<file path="src/rtl/noc_request_injector_if.sv">
// Bundle of the client request handshake, the NoC injection port and the
// local bypass port of noc_request_injector. The injector is the slave side.
interface noc_request_injector_if #(
  parameter int ADDR_W = 6,
  parameter int ID_W   = 2,
  parameter int DEST_W = 2,
  parameter int CNT_W  = 16
);
  localparam int PKT_W = ADDR_W + ID_W + DEST_W + 1;

  logic [ID_W-1:0]   id;
  logic              req_valid;
  logic [ADDR_W-1:0] req_addr;
  logic              req_ready;
  logic              full;
  logic              almost_full;
  logic [PKT_W-1:0]  data_out;
  logic              write;
  logic              local_valid;
  logic [PKT_W-1:0]  local_data;
  logic [CNT_W-1:0]  sent_cnt;

  modport slave (
    input  id, req_valid, req_addr, full, almost_full,
    output req_ready, data_out, write, local_valid, local_data, sent_cnt
  );

  modport master (
    output id, req_valid, req_addr, full, almost_full,
    input  req_ready, data_out, write, local_valid, local_data, sent_cnt
  );
endinterface

</file>
<file path="src/rtl/noc_request_injector.sv">
// Request injector: buffers client register-read requests in a small FIFO and
// turns each one into a NoC packet {addr, src id, dest, 1}. The destination
// node is the top DEST_W bits of the address. With LOCAL_BYPASS set, packets
// addressed to this node leave on the local port instead of the NoC.
module noc_request_injector #(
  parameter int ADDR_W       = 6,
  parameter int ID_W         = 2,
  parameter int DEST_W       = 2,
  parameter int DEPTH        = 4,
  parameter int LOCAL_BYPASS = 0,
  parameter int CNT_W        = 16
) (
  input logic                  clk,
  input logic                  reset,
  noc_request_injector_if.slave bus
);
  localparam int PKT_W = ADDR_W + ID_W + DEST_W + 1;
  localparam int PTR_W = $clog2(DEPTH);
  localparam logic [PTR_W:0] FULL_CNT = (PTR_W + 1)'(DEPTH);

  logic [ADDR_W-1:0] mem [DEPTH];
  logic [PTR_W-1:0]  wr_ptr;
  logic [PTR_W-1:0]  rd_ptr;
  logic [PTR_W:0]    count;

  logic              push;
  logic              pop;
  logic              empty;
  logic              perm;
  logic              head_local;
  logic [ADDR_W-1:0] head_addr;
  logic [DEST_W-1:0] head_dest;
  logic [PKT_W-1:0]  head_pkt;

  logic [PKT_W-1:0]  data_out_q;
  logic              write_q;
  logic              local_valid_q;
  logic [PKT_W-1:0]  local_data_q;
  logic [CNT_W-1:0]  sent_cnt_q;

  // req_ready only looks at occupancy, never at a same-cycle pop, so the
  // client handshake has no combinational path from the NoC backpressure.
  assign bus.req_ready = (count != FULL_CNT);
  assign push          = bus.req_valid && bus.req_ready;
  assign empty         = (count == '0);

  assign head_addr  = mem[rd_ptr];
  assign head_dest  = head_addr[ADDR_W-1 -: DEST_W];
  assign head_pkt   = {head_addr, bus.id, head_dest, 1'b1};
  assign head_local = (LOCAL_BYPASS != 0) && (int'(head_dest) == int'(bus.id));

  // A packet written last cycle is not yet visible in full, so right after a
  // write we must see almost_full low before writing again.
  assign perm = write_q ? !bus.almost_full : !bus.full;
  assign pop  = !empty && (head_local || perm);

  // FIFO storage; contents need no reset since count gates every read.
  always_ff @(posedge clk) begin
    if (push) begin
      mem[wr_ptr] <= bus.req_addr;
    end
  end

  // FIFO pointers and occupancy; pointers wrap naturally as DEPTH is 2**PTR_W.
  always_ff @(posedge clk or posedge reset) begin
    if (reset) begin
      wr_ptr <= '0;
      rd_ptr <= '0;
      count  <= '0;
    end else begin
      if (push) begin
        wr_ptr <= wr_ptr + 1'b1;
      end
      if (pop) begin
        rd_ptr <= rd_ptr + 1'b1;
      end
      case ({push, pop})
        2'b10:   count <= count + 1'b1;
        2'b01:   count <= count - 1'b1;
        default: count <= count;
      endcase
    end
  end

  // Head dispatch: local bypass, NoC injection, or stall with data_out held.
  always_ff @(posedge clk or posedge reset) begin
    if (reset) begin
      data_out_q    <= '0;
      write_q       <= 1'b0;
      local_valid_q <= 1'b0;
      local_data_q  <= '0;
      sent_cnt_q    <= '0;
    end else if (empty) begin
      write_q       <= 1'b0;
      local_valid_q <= 1'b0;
    end else if (head_local) begin
      write_q       <= 1'b0;
      local_valid_q <= 1'b1;
      local_data_q  <= head_pkt;
    end else if (perm) begin
      write_q       <= 1'b1;
      local_valid_q <= 1'b0;
      data_out_q    <= head_pkt;
      sent_cnt_q    <= sent_cnt_q + 1'b1;
    end else begin
      write_q       <= 1'b0;
      local_valid_q <= 1'b0;
    end
  end

  assign bus.data_out    = data_out_q;
  assign bus.write       = write_q;
  assign bus.local_valid = local_valid_q;
  assign bus.local_data  = local_data_q;
  assign bus.sent_cnt    = sent_cnt_q;
endmodule

</file>
<file path="src/flat_wrapper.sv">
// flat-port wrapper written by rule: the top's interface ports become plain ports
module noc_request_injector_flat 
#(
  parameter int ADDR_W       = 6,
  parameter int ID_W         = 2,
  parameter int DEST_W       = 2,
  parameter int DEPTH        = 4,
  parameter int LOCAL_BYPASS = 0,
  parameter int CNT_W        = 16
)
  (clk, reset, bus_id, bus_req_valid, bus_req_addr, bus_full, bus_almost_full, bus_req_ready, bus_data_out, bus_write, bus_local_valid, bus_local_data, bus_sent_cnt);
  noc_request_injector_if #(.ADDR_W(ADDR_W), .ID_W(ID_W), .DEST_W(DEST_W), .CNT_W(CNT_W)) bus_i ();
  input logic clk;
  input logic reset;
  input wire logic [$bits(bus_i.id)-1:0] bus_id;
  input wire logic [$bits(bus_i.req_valid)-1:0] bus_req_valid;
  input wire logic [$bits(bus_i.req_addr)-1:0] bus_req_addr;
  input wire logic [$bits(bus_i.full)-1:0] bus_full;
  input wire logic [$bits(bus_i.almost_full)-1:0] bus_almost_full;
  output wire logic [$bits(bus_i.req_ready)-1:0] bus_req_ready;
  output wire logic [$bits(bus_i.data_out)-1:0] bus_data_out;
  output wire logic [$bits(bus_i.write)-1:0] bus_write;
  output wire logic [$bits(bus_i.local_valid)-1:0] bus_local_valid;
  output wire logic [$bits(bus_i.local_data)-1:0] bus_local_data;
  output wire logic [$bits(bus_i.sent_cnt)-1:0] bus_sent_cnt;
  assign bus_i.id = bus_id;
  assign bus_i.req_valid = bus_req_valid;
  assign bus_i.req_addr = bus_req_addr;
  assign bus_i.full = bus_full;
  assign bus_i.almost_full = bus_almost_full;
  assign bus_req_ready = bus_i.req_ready;
  assign bus_data_out = bus_i.data_out;
  assign bus_write = bus_i.write;
  assign bus_local_valid = bus_i.local_valid;
  assign bus_local_data = bus_i.local_data;
  assign bus_sent_cnt = bus_i.sent_cnt;
  noc_request_injector #(.ADDR_W(ADDR_W), .ID_W(ID_W), .DEST_W(DEST_W), .DEPTH(DEPTH), .LOCAL_BYPASS(LOCAL_BYPASS), .CNT_W(CNT_W)) u_core (.clk(clk), .reset(reset), .bus(bus_i));
endmodule
</file>
<file path="config.mk">
export PLATFORM = sky130hd
export DESIGN_NAME = noc_request_injector_flat
export DESIGN_NICKNAME = d
export VERILOG_FILES = /design/src/rtl/noc_request_injector_if.sv /design/src/rtl/noc_request_injector.sv /design/src/flat_wrapper.sv
export SDC_FILE = /design/constraint.sdc
export NUM_CORES = 1
export LEC_CHECK = 0
export ABC_CLOCK_PERIOD_IN_PS = 4550
export CAP_MARGIN = 20
export CORE_ASPECT_RATIO = 1.4
export CORE_MARGIN = 2
export CORE_UTILIZATION = 50
export DETAILED_ROUTE_END_ITERATION = 8
export PLACE_DENSITY_LB_ADDON = 0.1
export SLEW_MARGIN = 25
export SYNTH_ARGS = -nofsm -noshare
export SYNTH_HDL_FRONTEND = slang
export SYNTH_SLANG_ARGS = --single-unit
</file>
<file path="constraint.sdc">
create_clock -name clk -period 4.55 [get_ports clk]
set_input_delay 1.365 -clock clk [delete_from_list [all_inputs] [get_ports clk]]
set_output_delay 1.365 -clock clk [all_outputs]
set_load 0.005 [all_outputs]
</file>
==> metrics <==
Worst path slowest cell=clkdlybuf4s50_1; first-pass GRT wire length=7.43 mm; gr ovfl total=0; Power Density=607 nW/µm²; Post-CTS Setup Repair Bufs=0; IO Count=54; max incr delay on CP=0.51 ns; Yosys warnings=0; CTS sink cnt=57; Final setup viols=0; Worst-path clk slew=0.06 ns; initial DRC count=61; Die Ht=88.8 µm; Netlist Area Pre-Place=2570 µm²; max-slew violation count=0; Mapped Avg Cell Area=13.7 µm²; setup ws final=1.51 ns; DRT Wirelength=4.47 mm; Worst Max-Slew Pin Slew=0.822 ns; Setup Skew=0.00632 ns; final antenna-violating net count=0; Total GRT Usage=0.181; Comb pwr share=0.311; Clock Path Buffers=2; largest net degree at the start of global routing=34; layout cell share with drive strength beyond 1=0.147; DR pass1 iterations=4; final hold slack=0.473 ns; most frequent cells in the layout=clkdlybuf4s50_1 (41), nand2_1 (35), dfrtp_1 (33); initial antenna violation count=0; Rows=30; maximum vdd ir drop=0.410 mV; Total Power=0.00194 W; leading cell type in the layout, fill and taps excluded=clkdlybuf4s50_1; switching share of power=0.314; Worst Path Required=4.77 ns; status=completed; Root Buffer Master=clkbuf_8; Period minus WS final=3.04 ns; CP endpoint kind=register; cts hold-fix bufs=0; vias in the first global route=1,570; vias per std cell=4.91; CTS tree=done; max-cap violation count=0; Cell variety after synth=29; synthesized flop and latch total=57; CP cell instances=clkdlybuf4s50_1 > mux2i_4 > o31ai_4 > inv_1 > ha_1 > fa_1 > xnor2_1 > nor2_1 > xor2_1; cell family with the largest share of critical-path delay=adder cells; CTS H-Tree Depth=3; Hold Path Class=register to register; RSZ-0062 raised after global routing=no; fmax=0.328 GHz; die width=64.5 µm; Core Area=4880 µm²; Syn Inst Count=187; Slew HR=0.452; CTS Buf Count=9; Fin. Hold Viols=0; drt wl/cell=14.8 µm; Remaining DRCs=0; Flop pwr share=0.423; clk_lat worst skew=0.34 ns; worst path bufs/invs=2; Ant. Diodes=0; Sw Pwr=0.000611 W; HPWL after detailed placement=3.18 mm; fin crit share=0.669; sequential share of the synthesized area=0.603; Crit Path Max Fanout=8; CP Class=input pin to register; Initial Util=0.526; CP Data Arrival Time=3.26 ns; vias=1,484; die area=5730 µm²; NumNets Final=253; Cell Int Power=0.00133 W; Leak=1.35 nW; critical path startpoint category=input pin; port bufs=41; RePlAce Congestion=0.761; post-place setup slack=1.15 ns; setup_tns=0 ns; Clk pwr share=0.266; synth-to-layout area growth=24.7%; post-cts resize count=0
-- worst reg2reg max path, stage by stage (launching register included) --
cell and delay, ns:
dfrtp_1 0.46, o31ai_4 0.57, inv_1 0.13, ha_1 0.27, fa_1 0.39, xnor2_1 0.15
nor2_1 0.07, xor2_1 0.13
-- final cells by class --
type	instances	area, µm²
fillers	385	1680
flip-flops and latches	57	1550
multi-input cells	115	896
repair buffers	44	437
clock buffers	9	124
clock inverters	7	95.1
well taps	64	80.1
inverters	6	22.5
-- per-layer routing --
layer | GRT usage | vias to the layer above | routed length, µm
li1 | - | 707 | -
met1 | 0.207 | 734 | 1780
met2 | 0.300 | 35 | 2430
met3 | 0.0458 | 8 | 175
met4 | 0.124 | 0 | 80
met5 | 0 | - | 0
-- kinds of logic (layout without fill, tap and decap cells) --
| kind of cell | after synthesis | in the layout | share of synthesized area |
|---|---|---|---|
| xor+xnor | 21 | 21 | 0.0717 |
| buf+inv | 26 | 66 | 0.0644 |
| other cells | 1 | 12 | 0.00146 |
| fa+ha+maj | 7 | 7 | 0.0371 |
| compound gates | 1 | 1 | 0.00829 |
| simple gates | 65 | 65 | 0.144 |
| mux | 9 | 9 | 0.0702 |
| flops | 57 | 57 | 0.603 |
-- worst paths after layout --
check | startpoint | to | slack [ns] | cells after the start
setup / recovery | bus_almost_full | u_core.count[2] | 1.51 | 9
hold / removal | u_core.bus.sent_cnt[15] | u_core.bus.sent_cnt[15] | 0.47 | 1
setup reg to reg | u_core.count[0] | u_core.count[2] | 2.27 | 7
hold reg to reg | u_core.bus.sent_cnt[15] | u_core.bus.sent_cnt[15] | 0.47 | 1
max in group asynchronous | reset | u_core.bus.sent_cnt[4] | 2.84 | 3
min in group asynchronous | reset | u_core.wr_ptr[1] | 1.42 | 3
-- per-stage QoR --
step            util  cells  cell area, µm²
6_report       0.656    302            3200
5_1_grt        0.656    302            3200
4_1_cts        0.656    302            3200
3_5_place_dp   0.611    286            2980
3_3_place_gp   0.609    285            2970
2_1_floorplan      -    198            2610
-- Yosys cell counts, drive strengths merged --
| cell type | number | area share |
|---|---|---|
| nand4 | 2 | 0.0049 |
| nor3 | 3 | 0.0058 |
| or2 | 1 | 0.0024 |
| dfrtp | 33 | 0.32 |
| nand3 | 5 | 0.0097 |
| conb | 1 | 0.0015 |
| nor4 | 6 | 0.039 |
| and3 | 5 | 0.012 |
| xor2 | 10 | 0.034 |
| and2 | 1 | 0.0024 |
| edfxtp | 24 | 0.28 |
| xnor2 | 11 | 0.038 |
| nand2 | 35 | 0.051 |
| nand4bb | 1 | 0.0044 |
| nand2b | 1 | 0.0024 |
| inv | 6 | 0.0088 |
| mux2i | 1 | 0.0088 |
| buf | 20 | 0.056 |
| and4 | 1 | 0.0034 |
| mux2 | 2 | 0.0088 |
| ha | 6 | 0.029 |
| fa | 1 | 0.0078 |
| nor2 | 4 | 0.0058 |
| o31ai | 1 | 0.0083 |
| mux4 | 6 | 0.053 |
-- power by group through the flow --
| stage | combinational, W | sequential (W) | clock [W] |
|---|---|---|---|
| 5_1_grt | 0.000675 | 0.000845 | 0.000547 |
| 3_3_place_gp | 0.000574 | 0.000822 | 0 |
| 3_5_place_dp | 0.000611 | 0.000836 | 0 |
| 2_1_floorplan | 0.000414 | 0.000785 | 0 |
| 4_1_cts | 0.000616 | 0.000827 | 0.000523 |
| 6_report | 0.000604 | 0.000821 | 0.000517 |
-- registers in the layout, indices dropped and copies added, names as in the netlist --
name                 cells
u_core.count             3
u_core.bus.write         1
u_core.bus.sent_cnt     16
u_core.bus.data_out      9
u_core.wr_ptr            2
u_core.rd_ptr            2
u_core.mem              24
Power figures use the tool's default switching activity.
